[src/rtl/xgmii_frame_gen.sv]
`timescale 1ns/1ps
`default_nettype none
// +----------------------------------------------------------------------------+
// | xgmii_frame_gen : XGMII Ethernet test-frame burst generator with CRC-32 FCS  |
// | Revision 1.0                                                                 |
// +----------------------------------------------------------------------------+
module xgmii_frame_gen #(
    parameter int IFG_WORDS = 2,
    parameter int MAX_LEN   = 1518
) (
    input  logic        sys_clk,
    input  logic        sys_rst_n,
    input  logic        start,
    input  logic        stop,
    input  logic [10:0] frame_len,
    input  logic [15:0] frame_count,
    input  logic [47:0] dst_mac,
    input  logic [47:0] src_mac,
    input  logic [15:0] ethertype,
    output logic [63:0] xgmii_txd,
    output logic [7:0]  xgmii_txc,
    output logic        busy,
    output logic        done,
    output logic [31:0] tx_frames
);

    localparam logic [63:0] c_IDLE_TXD = 64'h0707070707070707;
    localparam logic [63:0] c_SOF_TXD  = 64'hD5555555555555FB;
    localparam logic [10:0] c_MAX_LEN  = 11'(MAX_LEN);
    localparam logic [15:0] c_IFG      = 16'(IFG_WORDS);

    typedef enum logic [2:0] {IDLE, SOF, DATA, TERM, IFG} state_t;

    state_t       r_state, w_state;
    logic [10:0]  r_len;
    logic [15:0]  r_count, r_sent, r_ifg, w_ifg;
    logic [47:0]  r_da, r_sa;
    logic [15:0]  r_type;
    logic         r_stop;
    logic [11:0]  r_off, w_off;
    logic [31:0]  r_crc, w_crc;
    logic [63:0]  w_txd;
    logic [7:0]   w_txc;
    logic         w_busy, w_done, w_term, w_load, w_end;
    logic [10:0]  w_len_clamped;

    logic [11:0]  w_full_end, w_fcs_start;
    logic         w_is_term;
    logic [3:0]   w_lanes;
    logic [111:0] w_hdr;
    logic [63:0]  w_word_txd;
    logic [7:0]   w_word_txc;
    logic [31:0]  w_word_crc;

    function automatic logic [31:0] crc32_byte(input logic [31:0] crc, input logic [7:0] d);
        logic [31:0] c;
        c = crc ^ {24'h0, d};
        for (int k = 0; k < 8; k++)
            c = c[0] ? ((c >> 1) ^ 32'hEDB88320) : (c >> 1);
        return c;
    endfunction

    assign w_len_clamped = (frame_len < 11'd64)    ? 11'd64 :
                           (frame_len > c_MAX_LEN) ? c_MAX_LEN : frame_len;

    // Builds the frame word starting at byte r_off; the CRC is folded lane by
    // lane so FCS bytes sharing a word with the last payload bytes are exact.
    always_comb begin
        logic [11:0] b;
        logic [7:0]  byt;
        logic [3:0]  hb;
        logic [31:0] fcs;
        w_full_end  = {1'b0, r_len[10:3], 3'b000};
        w_fcs_start = {1'b0, r_len} - 12'd4;
        w_is_term   = (r_off >= w_full_end);
        w_lanes     = w_is_term ? {1'b0, r_len[2:0]} : 4'd8;
        w_hdr       = {r_da, r_sa, r_type};
        w_word_crc  = r_crc;
        w_word_txd  = '0;
        w_word_txc  = '0;
        for (int i = 0; i < 8; i++) begin
            b   = r_off + 12'(i);
            hb  = 4'd13 - b[3:0];
            fcs = ~w_word_crc;
            byt = 8'(b - 12'd14);
            if (b < 12'd14)
                byt = w_hdr[{hb, 3'b000} +: 8];
            else if (b >= w_fcs_start)
                byt = fcs[{b[1:0] - w_fcs_start[1:0], 3'b000} +: 8];
            if (4'(i) < w_lanes) begin
                w_word_txd[8*i +: 8] = byt;
                if (b < w_fcs_start)
                    w_word_crc = crc32_byte(w_word_crc, byt);
            end else begin
                w_word_txc[i]        = 1'b1;
                w_word_txd[8*i +: 8] = (4'(i) == w_lanes) ? 8'hFD : 8'h07;
            end
        end
    end

    always_comb begin
        w_state = r_state;
        w_txd   = c_IDLE_TXD;
        w_txc   = 8'hFF;
        w_off   = r_off;
        w_crc   = r_crc;
        w_ifg   = r_ifg;
        w_busy  = busy;
        w_done  = 1'b0;
        w_term  = 1'b0;
        w_load  = 1'b0;
        w_end   = r_stop | stop | ((r_count != 16'd0) && (r_sent == r_count));
        case (r_state)
            IDLE: begin
                if (start) begin
                    w_load  = 1'b1;
                    w_busy  = 1'b1;
                    w_state = SOF;
                    w_txd   = c_SOF_TXD;
                    w_txc   = 8'h01;
                    w_off   = '0;
                    w_crc   = '1;
                end
            end
            SOF, DATA: begin
                w_txd = w_word_txd;
                w_txc = w_word_txc;
                w_crc = w_word_crc;
                if (w_is_term) begin
                    w_state = TERM;
                    w_term  = 1'b1;
                end else begin
                    w_state = DATA;
                    w_off   = r_off + 12'd8;
                end
            end
            TERM, IFG: begin
                if (r_state == TERM && c_IFG != 16'd0) begin
                    w_state = IFG;
                    w_ifg   = 16'd1;
                end else if (r_state == IFG && r_ifg < c_IFG) begin
                    w_ifg = r_ifg + 16'd1;
                end else if (w_end) begin
                    w_state = IDLE;
                    w_busy  = 1'b0;
                    w_done  = 1'b1;
                end else begin
                    w_state = SOF;
                    w_txd   = c_SOF_TXD;
                    w_txc   = 8'h01;
                    w_off   = '0;
                    w_crc   = '1;
                end
            end
            default: w_state = IDLE;
        endcase
    end

    always_ff @(posedge sys_clk or negedge sys_rst_n) begin
        if (!sys_rst_n) begin
            r_state   <= IDLE;
            xgmii_txd <= c_IDLE_TXD;
            xgmii_txc <= 8'hFF;
            busy      <= 1'b0;
            done      <= 1'b0;
            tx_frames <= '0;
            r_off     <= '0;
            r_crc     <= '0;
            r_ifg     <= '0;
            r_sent    <= '0;
            r_stop    <= 1'b0;
            r_len     <= '0;
            r_count   <= '0;
            r_da      <= '0;
            r_sa      <= '0;
            r_type    <= '0;
        end else begin
            r_state   <= w_state;
            xgmii_txd <= w_txd;
            xgmii_txc <= w_txc;
            busy      <= w_busy;
            done      <= w_done;
            r_off     <= w_off;
            r_crc     <= w_crc;
            r_ifg     <= w_ifg;
            if (w_term) begin
                tx_frames <= tx_frames + 32'd1;
                r_sent    <= r_sent + 16'd1;
            end
            if (w_load) begin
                r_len   <= w_len_clamped;
                r_count <= frame_count;
                r_da    <= dst_mac;
                r_sa    <= src_mac;
                r_type  <= ethertype;
                r_sent  <= '0;
                r_stop  <= stop;
            end else if (busy && stop) begin
                r_stop <= 1'b1;
            end
        end
    end

endmodule
`default_nettype wire

[config.mk]
export PLATFORM = sky130hd
export DESIGN_NAME = xgmii_frame_gen
export DESIGN_NICKNAME = d
export VERILOG_FILES = /design/src/rtl/xgmii_frame_gen.sv
export SDC_FILE = /design/constraint.sdc
export NUM_CORES = 1
export LEC_CHECK = 0
export CAP_MARGIN = 20
export CORE_MARGIN = 3
export CORE_UTILIZATION = 61
export DETAILED_ROUTE_END_ITERATION = 10
export PLACE_DENSITY_LB_ADDON = 0.25
export SLEW_MARGIN = 20
export SYNTH_ARGS = -nofsm -noshare
export SYNTH_HDL_FRONTEND = slang
export SYNTH_SLANG_ARGS = --single-unit
[constraint.sdc]
create_clock -name sys_clk -period 42.3 [get_ports sys_clk]
set_input_delay 8.46 -clock sys_clk [delete_from_list [all_inputs] [get_ports sys_clk]]
set_output_delay 8.46 -clock sys_clk [all_outputs]
set_load 0.01 [all_outputs]
==> results.json, run 1 <==
{
  "status": "finished, final reports clean",
  "placed_cell_area_um2": 34700,
  "finalMaxSlewViolations": 0,
  "path_clk_slew_ns": 0.07,
  "hpwl_mm": 90.4,
  "post_cts_resized": 0,
  "hold_class": "reg2reg",
  "hp-start": "r_sa[0]$_DFFE_PN0P_",
  "syn_to_final_growth_pct": 13.3,
  "worst_slack_ns": 22.80,
  "hold_end": "r_sa[0]$_DFFE_PN0P_",
  "skew_ns": 0.0258,
  "synth_cell_types": 130,
  "max_freq_ghz": 0.0513,
  "required_ns": 42.79,
  "core-area_um2": 50800,
  "grt.overflow.total": 0,
  "yosysWarnings": 0,
  "crit_top_cell": "xnor3_1",
  "min_period_ns": 19.50,
  "drive_gt1_share_pct": 9.08,
  "post-cts-setup-buffers": 0,
  "dieArea_um2": 54800,
  "worstPathMaxFanout": 14,
  "clkSinkCount": 322,
  "grt_max_degree": 140,
  "numCtsBuffers": 37,
  "antenna_found_initial": 2,
  "rrSetupSlack_ns": 22.80,
  "cts_tree": "yes",
  "hold_depth": 2,
  "worstSetupPathType": "reg2reg",
  "root_buffer": "clkbuf_16",
  "worst_slew_pin_slew_ns": 1.19,
  "drc": 0,
  "slowest_stage": "o211ai_1",
  "cp-start-kind": "flop",
  "syn_area_um2": 31700,
  "finalCritPeriodShare_pct": 46.1,
  "r2r-end": "r_crc[23]$_DFFE_PN0P_",
  "synth_flop_cell": "dfrtp_1",
  "async_flop_share_pct": 100,
  "ctsLongestPathBuffers": 3,
  "crit-reg2reg-launch": "r_len[2]$_DFFE_PN0P_",
  "synth.ff_latch_count": 322,
  "die_x_um": 234,
  "gp_congestion": 1.09,
  "drtIter0Drc": 4022,
  "place_ws_ns": 23.13,
  "cts_hold_buf": 0,
  "slew_headroom_pct": 19.8,
  "setup-tns-final_ns": 0,
  "synth_edf_count": 0,
  "fillerInstances": 4117,
  "first_pass_iters": 7,
  "syn_inst": 3791,
  "track_usage_pct": 43.0,
  "grt_pass1_wl_mm": 179,
  "io_buffers": 248,
  "grt_setup_unrepaired": "no",
  "grt_pass1_vias": 29300,
  "h-tree-depth": 2,
  "syn_nets": 3977,
  "die_h_um": 234,
  "initial_core_util_pct": 62.5,
  "cpPeakStageDelay_ns": 0.79,
  "nNetsFinal": 4100,
  "cp.arrival_ns": 19.99,
  "crit_path_end_kind": "flop",
  "hold_violations": 0,
  "drv_cap": 0,
  "vias": 31200,
  "syn-mean-instance-area_um2": 8.37,
  "final_area_um2": 35900,
  "rows": 82,
  "setup_viol": 0,
  "avgRoutedWirePerCell_um": 26.0,
  "vias_per_cell": 6.75,
  "ant_nets": 0,
  "drt_wl_total_mm": 120,
  "ios": 249,
  "synth_seq_area_share_pct": 25.5,
  "r2r_cells": 54,
  "clock_latency_ns": 0.58
}
-- critical path, delay by kind of cell (launching register included) --
family / cells / cell delay, ns
xor gates and xnor gates: 19 / 7.68
AOI/OAI and AO/OA: 18 / 5.69
and+or+nand+nor: 11 / 3.97
muxes: 3 / 0.78
DFF: 1 / 0.53
adders and majority gates: 2 / 0.52
buffers and inverters: 1 / 0.21
-- layout by cell type, fill, tap and decap left out, types with 25 or more instances in the layout --
cell type	synthesis	final
nand3_1	75	75
buf_4	4	55
xor2_1	107	107
dfrtp_1	290	287
clkdlybuf4s50_1	0	247
a21o_1	33	33
and3_1	26	25
and2_1	45	45
xnor3_1	101	101
a21oi_1	242	242
o21ai_1	26	26
mux2_2	25	25
nand4_1	44	44
mux2i_1	110	110
inv_1	44	44
a211oi_1	30	30
o22ai_1	29	29
a31oi_1	40	40
o21a_1	33	33
nor3_1	71	67
o21ai_0	171	170
o211ai_1	37	37
clkbuf_16	0	38
dfstp_2	32	32
xnor2_1	287	287
a221oi_1	28	28
ha_1	43	43
nor2_1	380	373
or3_1	31	31
nand2_1	730	730
-- cells in the mapped netlist, types with 14 or more instances --
cell	n	area share, %
dfstp_2	32	2.7
xnor2_2	20	1.0
nand3_1	75	1.2
nor2b_1	18	0.36
xnor2_1	287	7.9
a211oi_1	30	0.71
clkbuf_1	168	2.0
mux2_2	25	0.89
xor2_1	107	3.0
o21a_1	33	0.78
o211ai_1	37	0.88
and2_1	45	0.89
nand4_1	44	0.87
dfrtp_1	290	23
or3_1	31	0.61
o221ai_1	16	0.44
ha_1	43	1.7
o21ai_0	171	2.7
inv_1	44	0.52
a21o_1	33	0.78
mux2i_1	110	3.5
xor3_1	20	1.5
o22ai_1	29	0.57
and3_1	26	0.51
nor3_1	71	1.1
a221oi_1	28	0.77
xnor3_1	101	7.2
or2_2	18	0.36
nor4_1	22	0.43
a31oi_1	40	0.79
nand2_1	730	8.6
nand2b_1	19	0.37
o21ai_1	26	0.41
a21oi_1	242	3.8
nor2_1	380	4.5
buf_1	34	0.40
or4_1	14	0.33
-- layer usage --
metal | wire length, um | vias to the layer above | track usage (%)
li1 | - | 13700 | -
met1 | 45100 | 14800 | 57.3
met2 | 52000 | 2226 | 64.2
met3 | 14700 | 478 | 10.5
met4 | 8070 | 2 | 24.0
met5 | 14 | - | 0
-- state kept, by name (all words and copies together) (netlist names) --
| signal | cells |
|---|---|
| xgmii_txd | 64 |
| r_da | 48 |
| r_sa | 48 |
| r_crc | 32 |
| tx_frames | 32 |
| r_count | 16 |
| r_ifg | 16 |
| r_sent | 16 |
| r_type | 16 |
| r_len | 11 |
| r_off | 9 |
| xgmii_txc | 8 |
| r_state | 3 |
| busy | 1 |
| done | 1 |
| r_stop | 1 |
-- cells by family (layout without fill, tap and decap cells) --
group                      after synthesis  after routing  share of synthesized area [%]
AOI/OAI and AO/OA                      900            900                           19.8
other                                    0              1                              0
buffers and inverters                  269            421                           3.33
and+or+nand+nor                       1541           1541                           21.6
xor gates and xnor gates               562            562                           22.5
muxes                                  153            153                           5.53
adders and majority gates               44             44                           1.73
DFF                                    322            322                           25.5
-- worst max-delay path by stage --
stage	startpoint	end	slack [ns]
finish	r_len[2]$_DFFE_PN0P_	r_crc[23]$_DFFE_PN0P_	22.80
floorplan	r_len[0]$_DFFE_PN0P_	r_crc[23]$_DFFE_PN0P_	24.55
CTS	r_len[2]$_DFFE_PN0P_	r_crc[23]$_DFFE_PN0P_	23.07
global placement	r_len[2]$_DFFE_PN0P_	r_crc[23]$_DFFE_PN0P_	23.45
detailed placement	r_len[2]$_DFFE_PN0P_	r_crc[23]$_DFFE_PN0P_	23.13
global route	r_len[2]$_DFFE_PN0P_	r_crc[20]$_DFFE_PN0P_	21.88
-- stage by stage --
step | hold WS (ns) | instances | utilization [%]
final | 0.467 | 4616 | 70.7
after global routing | 0.489 | 4615 | 70.7
after CTS | 0.470 | 4614 | 70.7
after detailed placement | 0.457 | 4546 | 68.2
after global placement | 0.450 | 4546 | 68.2
after floorplan | 0.438 | 3791 | -
-- final cells by class --
class                   instances  area, um2  share of cell area (%)
multi-input cells            3200      22600                    63.0
flip-flops and latches        322       8110                    22.6
diodes                          1       2.50                 0.00697
clock inverters                13        184                   0.512
well taps                     672        841                    2.34
inverters                      48        180                   0.501
clock buffers                  55       1060                    2.96
repair buffers                305       2930                    8.14
Power of run 1 is left out: the tool's default activity adds up to more than one toggle a clock period on the data nets, which glitch-free logic cannot reach.
==> run 2: changes to the inputs <==
- clock period: 42.3 -> 19.7 ns (I/O delays scaled with it)
==> results.json, run 2 (same netlist as run 1, synthesis figures left out) <==
{
  "status": "finished, final reports clean",
  "worst_slack_ns": 0.986,
  "grt_pass1_vias": 29600,
  "cts_hold_buf": 0,
  "antenna_found_initial": 5,
  "drive_gt1_share_pct": 9.37,
  "crit-reg2reg-launch": "r_len[2]$_DFFE_PN0P_",
  "hold_end": "r_sa[12]$_DFFE_PN0P_",
  "root_buffer": "clkbuf_16",
  "drc": 0,
  "syn_to_final_growth_pct": 13.4,
  "cts_tree": "yes",
  "hold_violations": 0,
  "required_ns": 20.19,
  "place_ws_ns": 0.838,
  "grt_util_met1_pct": 57.1,
  "grt.met2_usage_pct": 64.2,
  "vias_per_cell": 6.74,
  "hold_class": "reg2reg",
  "path_clk_slew_ns": 0.07,
  "setup_viol": 0,
  "initial_core_util_pct": 62.5,
  "slowest_stage": "or4_1",
  "rrSetupSlack_ns": 0.99,
  "drt_wl_total_mm": 121,
  "gp_congestion": 1.07,
  "finalMaxSlewViolations": 0,
  "avgRoutedWirePerCell_um": 26.3,
  "r2r_cells": 55,
  "skew_ns": 0.0320,
  "setup-tns-final_ns": 0,
  "max_freq_ghz": 0.0534,
  "hold_slack_ns": 0.470,
  "post-cts-setup-buffers": 0,
  "largest_reg_flops": 64,
  "worst_slew_pin_slew_ns": 1.34,
  "use_met3_pct": 11.9,
  "die_x_um": 234,
  "drv_cap": 0,
  "track_usage_pct": 43.5,
  "hold_depth": 2,
  "regMostFlops": "xgmii_txd",
  "cp-start-kind": "flop",
  "regArea_um2": 8110,
  "vias": 31200,
  "clkSinkCount": 322,
  "top_regs": "xgmii_txd (64), r_da (48), r_sa (48)",
  "dieArea_um2": 54800,
  "die_h_um": 234,
  "grt_max_degree": 162,
  "crit_buf_inv": 1,
  "nNetsFinal": 4111,
  "ios": 249,
  "crit_path_end_kind": "flop",
  "drtIter0Drc": 4092,
  "r2r-end": "r_crc[23]$_DFFE_PN0P_",
  "path_delay_family": "XOR/XNOR gates",
  "finalCritPeriodShare_pct": 95.0,
  "clock_latency_ns": 0.59,
  "grt_pass1_wl_mm": 181,
  "rows": 82,
  "core-area_um2": 50800,
  "crit_top_cell": "xnor3_1",
  "ctsLongestPathBuffers": 3,
  "ant_nets": 0,
  "fillerInstances": 4083,
  "hpwl_mm": 91.6,
  "layout_common_cells": "nand2_1, nor2_1, xnor2_1, dfrtp_1, clkdlybuf4s50_1",
  "cpPeakStageDelay_ns": 0.67,
  "hp-start": "r_sa[12]$_DFFE_PN0P_",
  "slew_headroom_pct": 10.1,
  "cp.arrival_ns": 19.20,
  "grt-busiest-layer": "met2",
  "first_pass_iters": 6,
  "numCtsBuffers": 35,
  "grt.overflow.total": 0,
  "h-tree-depth": 2,
  "min_period_ns": 18.71,
  "multi_input_area_um2": 22600,
  "worstPathMaxFanout": 14,
  "worstSetupPathType": "reg2reg",
  "grt_setup_unrepaired": "no",
  "final_common_cell": "nand2_1",
  "io_buffers": 248
}
run 2: changes by cell type in the layout (fill, tap and decap cells not counted), moves of 3 or more:
| cell | delta |
|---|---|
| clkinvlp_4 | -3 |
| clkbuf_16 | -3 |
| buf_4 | +13 |
| clkbuf_1 | -3 |
run 2: how the worst max path moves through the flow:
stage | startpoint | to | slack (ns) | cells past startpoint
floorplan | r_len[0]$_DFFE_PN0P_ | r_crc[23]$_DFFE_PN0P_ | 1.95 | 63
global placement | r_len[2]$_DFFE_PN0P_ | r_crc[23]$_DFFE_PN0P_ | 1.27 | 55
detailed placement | r_len[2]$_DFFE_PN0P_ | r_crc[23]$_DFFE_PN0P_ | 0.84 | 55
CTS | r_len[2]$_DFFE_PN0P_ | r_crc[23]$_DFFE_PN0P_ | 0.80 | 55
global route | r_len[2]$_DFFE_PN0P_ | r_crc[19]$_DFFE_PN0P_ | 0.02 | 53
finish | r_len[2]$_DFFE_PN0P_ | r_crc[23]$_DFFE_PN0P_ | 0.99 | 55
run 2: metrics by stage:
stage | cell area (um2) | util [%] | cells
floorplan | 31700 | - | 3791
global placement | 34800 | 68.4 | 4559
detailed placement | 34800 | 68.5 | 4560
CTS | 35900 | 70.8 | 4622
global route | 36000 | 70.8 | 4623
finish | 36000 | 70.8 | 4624
run 2: what timing repair did:
action                                  4_1_cts  5_1_grt
endpoints found under the setup margin        0       17
gates resized for setup                       0        4
hold endpoints to repair                      0        0
run 2: layer usage:
| layer | vias to the layer above | wire, um |
|---|---|---|
| li1 | 13700 | - |
| met1 | 14700 | 45300 |
| met2 | 2203 | 51300 |
| met3 | 536 | 15500 |
| met4 | 4 | 9280 |
| met5 | - | 27 |
run 2: worst min-delay path: cells and delay by family (launching register included):
family | cells | cell delay [ns]
flops | 1 | 0.34
simple gates | 2 | 0.10
run 2: final cells by class:
| cell class | count | share of cell area [%] |
|---|---|---|
| diodes | 2 | 0.0139 |
| clock buffers | 48 | 2.68 |
| clock inverters | 14 | 0.605 |
| inverters | 48 | 0.501 |
| multi-input cells | 3200 | 62.9 |
| flip-flops and latches | 322 | 22.5 |
| well taps | 672 | 2.34 |
| repair buffers | 318 | 8.42 |
Power of run 2 is left out for the same reason.
